[config.mk]
export PLATFORM = sky130hd
export DESIGN_NAME = tone_period_meter
export DESIGN_NICKNAME = d
export VERILOG_FILES = /design/src/rtl/tone_period_meter.sv
export SDC_FILE = /design/constraint.sdc
export NUM_CORES = 1
export LEC_CHECK = 0
export BUFFER_PORTS_ARGS = -buffer_cell sky130_fd_sc_hd__buf_2
export CORE_MARGIN = 8
export CORE_UTILIZATION = 55
export DETAILED_ROUTE_END_ITERATION = 16
export PLACE_DENSITY = 0.83
export SETUP_SLACK_MARGIN = 0.4
export SYNTH_ARGS = -nofsm -noshare
export SYNTH_HDL_FRONTEND = slang
export SYNTH_SLANG_ARGS = --single-unit
[constraint.sdc]
create_clock -name clk -period 3.6 [get_ports clk]
set_clock_uncertainty 0.2 [all_clocks]
set_input_delay 0.72 -clock clk [delete_from_list [all_inputs] [get_ports clk]]
set_output_delay 0.72 -clock clk [all_outputs]
set_load 0.05 [all_outputs]
[src/rtl/tone_period_meter.sv]
// tone_period_meter
//   Measures the period of an external square wave in clk cycles. The raw
//   input is synchronised, rising edges are detected, and edges that come too
//   soon after the previous accepted edge are counted as glitches. Each
//   accepted period is reported with a one-cycle strobe. The block also flags
//   a stable tone (two consecutive periods within tolerance) and silence (no
//   accepted edge for a full counter span).
//
// Ports
//   clk           system clock
//   reset         asynchronous, active-high reset
//   audio_in      raw asynchronous square wave
//   period        last accepted period in clk cycles
//   period_valid  one-cycle strobe when period updates
//   locked        last two periods differ by no more than lock_tolerance
//   silence       no accepted edge for 2^period_width - 1 cycles
//   glitch_count  rejected edges, saturating at 255
module tone_period_meter #(
    parameter int period_width   = 20,
    parameter int min_period     = 16,
    parameter int lock_tolerance = 4
) (
    input  logic                    clk,
    input  logic                    reset,
    input  logic                    audio_in,
    output logic [period_width-1:0] period,
    output logic                    period_valid,
    output logic                    locked,
    output logic                    silence,
    output logic [7:0]              glitch_count
);

    localparam int W = period_width;
    localparam logic [W-1:0] CNT_MAX = '1;
    localparam logic [W-1:0] MIN_P   = W'(min_period);
    localparam logic [W-1:0] TOL     = W'(lock_tolerance);
    localparam logic [W-1:0] CNT_ONE = W'(1);

    typedef enum logic {S_WAIT_FIRST, S_MEASURE} state_t;

    state_t state, state_nxt;

    logic         sync1, sync2, prev;
    logic         rise;
    logic [W-1:0] cnt;
    logic [W-1:0] diff;
    logic         in_tol;
    logic         have_prev;   // a period was accepted since entering S_MEASURE

    // FSM decode strobes
    logic first_rise, accept, reject, timeout;

    // ------------------------------------------------------------------
    // Input path: two-flop synchroniser plus a previous-value flop
    // ------------------------------------------------------------------
    always_ff @(posedge clk or posedge reset) begin
        if (reset) begin
            sync1 <= 1'b0;
            sync2 <= 1'b0;
            prev  <= 1'b0;
        end else begin
            sync1 <= audio_in;
            sync2 <= sync1;
            prev  <= sync2;
        end
    end

    assign rise = sync2 & ~prev;

    // ------------------------------------------------------------------
    // FSM: state register
    // ------------------------------------------------------------------
    always_ff @(posedge clk or posedge reset) begin
        if (reset) state <= S_WAIT_FIRST;
        else       state <= state_nxt;
    end

    // FSM: next state
    always_comb begin
        state_nxt = state;
        case (state)
            S_WAIT_FIRST: if (rise) state_nxt = S_MEASURE;
            // A rise on the terminal count wins over the timeout.
            S_MEASURE:    if (!rise && cnt == CNT_MAX) state_nxt = S_WAIT_FIRST;
            default:      state_nxt = S_WAIT_FIRST;
        endcase
    end

    // FSM: outputs (decode strobes consumed by the datapath)
    always_comb begin
        first_rise = 1'b0;
        accept     = 1'b0;
        reject     = 1'b0;
        timeout    = 1'b0;
        case (state)
            S_WAIT_FIRST: first_rise = rise;
            S_MEASURE: begin
                accept  = rise && (cnt >= MIN_P);
                reject  = rise && (cnt <  MIN_P);
                timeout = !rise && (cnt == CNT_MAX);
            end
            default: ;
        endcase
    end

    // ------------------------------------------------------------------
    // Lock comparison: unsigned |cnt - period|, larger minus smaller
    // ------------------------------------------------------------------
    always_comb begin
        diff   = (cnt > period) ? (cnt - period) : (period - cnt);
        in_tol = (diff <= TOL);
    end

    // ------------------------------------------------------------------
    // Datapath
    // ------------------------------------------------------------------
    always_ff @(posedge clk or posedge reset) begin
        if (reset) begin
            cnt          <= '0;
            period       <= '0;
            period_valid <= 1'b0;
            locked       <= 1'b0;
            silence      <= 1'b0;
            glitch_count <= 8'd0;
            have_prev    <= 1'b0;
        end else begin
            period_valid <= accept;

            // The accepted rise itself counts as cycle 1 of the next period.
            // cnt is held in S_WAIT_FIRST and on the timeout cycle.
            if (first_rise || accept)
                cnt <= CNT_ONE;
            else if (state == S_MEASURE && !timeout)
                cnt <= cnt + CNT_ONE;

            if (accept)
                period <= cnt;

            if (accept)
                locked <= have_prev && in_tol;
            else if (timeout)
                locked <= 1'b0;

            // Lock needs two periods after every (re)entry to S_MEASURE.
            if (first_rise)
                have_prev <= 1'b0;
            else if (accept)
                have_prev <= 1'b1;

            if (timeout)
                silence <= 1'b1;
            else if (first_rise)
                silence <= 1'b0;

            if (reject && glitch_count != 8'hFF)
                glitch_count <= glitch_count + 8'd1;
        end
    end

endmodule

==> flow_summary.toml, run 1 <==
[logic_synthesis]
synth-async-reset-ratio = 1.00
syn_inst = 512
synth-main-ff-cell = "dfrtp_1"
synth_nets = 557
synth-seq-area-share = 0.328
yosysTopAreaCell = "dfrtp_1"
ys_ff_latch = 56
yosysWarningCount = 0
yosys.cell_count.top_type = "dfrtp_1"
avgSynthCellArea_um2 = 8.36
ys_types = 57
synth_top_area_share = 0.328
synth_area_um2 = 4280
synth-edff-count = 0
netlist_top_cells_area = "dfrtp_1, ha_1, xnor2_1"
synth_common_cells = "dfrtp_1, inv_1, nand2_1"

[drt]
dr_wl_met3_um = 733
wl_per_cell_um = 17.3
top_layer = "met4"
first_iter_violations = 304
met2_length_mm = 5.65
met1_length_mm = 4.76
vias_per_cell = 5.96
wirelength_mm = 11.5
first_pass_iters = 5
vias = 3970
drc_errors = 0
antenna_left = 0

[floorplan]
pin_count = 34
die_width_um = 104
dieArea_um2 = 10900
initial_core_util = 0.559
core_area_um2 = 7650
die-height_um = 104
rows = 32

[critical_path]
rr_worst_depth = 11
max_stage_delay_ns = 0.44
crit_arrival_ns = 3.36
r2r_end = "locked"
critPathLaunchType = "register"
cp_slowest_cell = "dfrtp_2"
crit_path_end_kind = "register"
reg2reg_from = "period[2]"
crit_required_ns = 3.63
crit_path_max_fanout = 6
cp_cell_sequence = "inv_2, ha_4, a21oi_2, a21bo_4, a21o_4, a211oi_4, a221oi_4, mux2_4, or3_1, a221o_1, o41ai_2"
r2r_setup_slack_ns = 0.27
crit_type = "reg2reg"

[timing]
fin_ws_ns = 0.269
slew_headroom = 0.331
tns_ns = 0
fin_crit_ns = 3.33
fmax_mhz = 300
rsz0062_at_grt = "true"
final_hold_viol_count = 0
setup_viol = 0
worst_pin_slew_ns = 1.00
finalMaxSlewViolations = 0
whs_ns = 0.159
period_share = 0.925

[pwr]
p_per_area_nw_per_um2 = 802
ir_drop_v = 0.000603
p_leak_nw = 2.31

[final_layout]
fill_cells = 607
layout-drive-gt1-share = 0.262
diodes = 0
syn_to_final_growth_pct = 20.1
final_cell_area_um2 = 5140
regArea_um2 = 1430
multiInputGateArea_um2 = 2830
fin_nets = 608
fin_util = 0.672

[clocking]
root_buffer = "clkbuf_8"
clk_pin_slew_ns = 0.11
cts_buffers = 5
clockBufferDepth = 2
holdBufCountCts = 0
clk_latency_ns = 0.32
cts_tree = "done"
cts.sinks = 56
cts_max_level = 2

[global_route]
grt_pass1_vias = 3910
track_usage = 0.211
grt_max_degree = 33
overflow = 0
grt_pass1_wl_mm = 19.0
grt_antenna_before_repair = 0

[worst_hold_path]
hold_depth = 0
hp-start = "sync1"
hold_end = "sync2"
hold_path_class = "reg2reg"

[placed_design]
gp_congestion = 0.956
port_buffers = 33
dp_hpwl_mm = 8.57
place_area_um2 = 4670
place_ws_ns = 0.0745

[run]
cap_viol_max_count = 0

[run_status]
status = "completed"
## layout by cell type, fill, tap and decap left out, types with 4 or more instances in the layout
master,count
nor3_1,11
o21ai_0,40
buf_2,33
dfrtp_1,33
ha_4,12
xnor2_1,27
and3_1,4
a21oi_2,6
o21ai_1,7
o31a_1,4
or3_1,4
a21oi_1,24
dfrtp_2,23
mux2i_1,5
o21bai_1,4
ha_1,29
inv_1,47
xor2_1,11
nand2_1,50
clkbuf_8,5
buf_4,34
inv_2,4
nand3_1,13
nand4_1,16
nor2_1,46
nor4_1,5
## power by group
| part | switching [mW] | internal, mW | leakage, nW |
|---|---|---|---|
| clock | 0.229 | 0.280 | 0.0687 |
| combinational | 1.57 | 1.20 | 1.53 |
| sequential | 0.105 | 0.734 | 0.708 |
## what timing repair did
item | in CTS | in global routing
setup endpoints to repair | 1 | 6
cloned | 0 | 0
pin swaps | 11 | 5
resized for setup | 41 | 7
setup buffers | 15 | 0
## cells by family (layout without fill, tap and decap cells)
family                   count (synthesis)  in the layout  share of synthesized area
flip-flops                              56             56                      0.328
multiplexers                             9              9                     0.0222
AND/OR/NAND/NOR                        173            173                      0.195
adder cells (fa/ha/maj)                 42             42                      0.123
XOR/XNOR                                38             38                     0.0778
AO/OA/AOI/OAI                          120            120                      0.183
buffers and inverters                   74            126                     0.0725
## worst max-delay path by stage
stage	to	cells after the start	from
finish	locked	11	period[2]
global route	locked	11	period[2]
CTS	locked	10	cnt[2]
detailed placement	locked	9	cnt[9]
global placement	locked	9	cnt[9]
floorplan	locked	14	period[5]
## metrics by stage
stage / std cells / total power [mW]
floorplan: 512 / 2.73
global placement: 643 / 3.23
detailed placement: 643 / 3.29
CTS: 666 / 4.03
global route: 666 / 4.37
finish: 666 / 4.12
## worst max-delay path: cells and delay by family, from the launching register on
kind                       cells  cell delay [ns]
DFF                            1             0.44
buffers and inverters          1             0.07
adders and majority gates      1             0.22
muxes                          1             0.32
AOI/OAI and AO/OA              7             1.61
and+or+nand+nor                1             0.35
## flip-flops by register name, summed over array words and instances, names as in the netlist
register,flops
cnt,20
glitch_count,8
have_prev,1
locked,1
period,20
period_valid,1
prev,1
silence,1
state,1
sync1,1
sync2,1
## final cells by class
class,count,share of cell area
clock buffers,5,0.0134
clock inverters,3,0.0134
inverters,51,0.0373
multi-input cells,382,0.551
flip-flops and latches,56,0.278
well taps,102,0.0248
repair buffers,67,0.0819
## layer usage
metal / vias up / track usage
met5: - / 0
met4: 0 / 0.0900
met3: 33 / 0.0415
met2: 157 / 0.352
met1: 1918 / 0.258
li1: 1862 / -
Note: power is estimated with default switching activity, not from simulation.
==> run 2, diff against run 1 <==
- CORE_MARGIN: 8 -> 4
- CORE_UTILIZATION: 55 -> 45
- PLACE_DENSITY: 0.83 -> 0.71
==> run 2 against run 1 <==
  * Setup slack better by 0.013 ns
  * Critical path depth increased by 1
  * Clock power down 22%
  * Worst hold slack better by 0.0067 ns
  * Via count is 0.40% higher
  * Cell count rose by 8.4%
  * Die area rose by 2.5%
  * Maximum frequency is 0.40% higher
  * First-iteration DRC count fell by 25%
  * Clock-buffer cell count did not move
==> flow_summary.toml, run 2 (synthesized netlist as in run 1, its figures left out) <==
[critical_path]
crit_required_ns = 3.64
cp_cell_sequence = "inv_2, ha_4, buf_4, nand4_1, nor2_1, and3_1, a2111oi_1, o21ai_1, mux2_4, or3_4, a221o_1, o41ai_2"
cp_slowest_cell = "dfrtp_2"
crit_buf_inv = 2
path_delay_family = "compound AO/OA/AOI/OAI gates"
crit_type = "reg2reg"
crit_arrival_ns = 3.35
crit_path_max_fanout = 7
max_stage_delay_ns = 0.45
critPathLaunchType = "register"
crit_path_end_kind = "register"

[timing]
final_hold_viol_count = 0
rsz0062_at_grt = "true"
fmax_mhz = 301
worst_pin_slew_ns = 0.892
finalMaxSlewViolations = 0
setup_viol = 0
period_share = 0.921
slew_headroom = 0.405
tns_ns = 0
fin_crit_ns = 3.32

[run]
cap_viol_max_count = 0

[drt]
drc_errors = 0
antenna_left = 0
first_iter_violations = 227
vias_per_cell = 5.52
wl_per_cell_um = 16.1
vias = 3986
wirelength_mm = 11.6
first_pass_iters = 5

[global_route]
grt_antenna_before_repair = 0
overflow = 0
grt_pass1_vias = 3923
grt_max_degree = 22
grt_pass1_wl_mm = 19.1
track_usage = 0.211

[clocking]
cts_tree = "done"
holdBufCountCts = 0
cts_buffers = 5
clk_latency_ns = 0.33
clockBufferDepth = 2
root_buffer = "clkbuf_8"
clk_pin_slew_ns = 0.12
cts.sinks = 56
cts_max_level = 2

[run_status]
status = "completed"

[pwr]
totalPowerFinal_mw = 4.17
p_per_area_nw_per_um2 = 765
p_leak_nw = 2.44
ir_drop_v = 0.000586

[final_layout]
layout.cells.non_filler = 722
final_cell_mix = "buf_4, nand2_1, nor2_1, inv_1, o21ai_0"
final_common_cell = "buf_4"
fin_nets = 637
layout-drive-gt1-share = 0.315
syn_to_final_growth_pct = 27.6
diodes = 0
fin_util = 0.591
reg_top3 = "cnt: 20 flops, period: 20 flops, glitch_count: 8 flops"

[placed_design]
dp_hpwl_mm = 8.37
port_buffers = 33
placed_cells = 675
gp_congestion = 0.939

[floorplan]
rows = 35
initial_core_util = 0.463
die-height_um = 106
pin_count = 34
core_area_um2 = 9240
die_width_um = 106
dieArea_um2 = 11100

[worst_hold_path]
hold_path_class = "in2async"
[run 2: power breakdown]
group          switching, mW  leakage (nW)  total [mW]  internal, mW
sequential            0.0982         0.710       0.832         0.734
clock                  0.249        0.0515       0.397         0.147
combinational           1.61          1.68        2.94          1.33
total                   1.96          2.44        4.17          2.21
[run 2: per-stage QoR]
stage / hold slack [ns] / setup slack [ns] / area [um^2]
floorplan: 0.131 / 0.274 / 4370
global placement: 0.137 / 0.172 / 4740
detailed placement: 0.142 / 0.0996 / 4740
CTS: 0.171 / 0.386 / 5310
global route: 0.177 / 0.224 / 5460
finish: 0.166 / 0.283 / 5460
[run 2: timing repair]
action | in CTS | in global routing
hold endpoints to repair | 0 | 0
pin swaps | 22 | 12
resized for setup | 48 | 16
setup endpoints to repair | 1 | 7
buffers inserted | 28 | 11
[run 2: layout make-up]
cell class | instances | area, um^2
Tap cell | 129 | 161
Inverter | 51 | 191
Multi-Input combinational cell | 382 | 2930
Clock buffer | 5 | 68.8
Clock inverter | 3 | 33.8
Fill cell | 783 | 3780
Sequential cell | 56 | 1430
Timing Repair Buffer | 96 | 647
[run 2: path summary, 6_finish.rpt]
check	start	end	slack, ns	depth (start not counted)
max	period[11]	locked	0.28	12
min	reset	cnt[15]	0.17	2
max reg2reg	period[11]	locked	0.28	12
min reg2reg	sync1	sync2	0.17	0
max in group asynchronous	reset	period[2]	2.37	3
min in group clk	sync1	sync2	0.17	0
[run 2: per-layer routing]
metal,GRT usage,vias to the layer above,share of wire
met2,0.356,134,0.48
met3,0.0325,29,0.048
met4,0.0611,0,0.024
met1,0.280,1900,0.45
li1,-,1923,-
met5,0,-,0
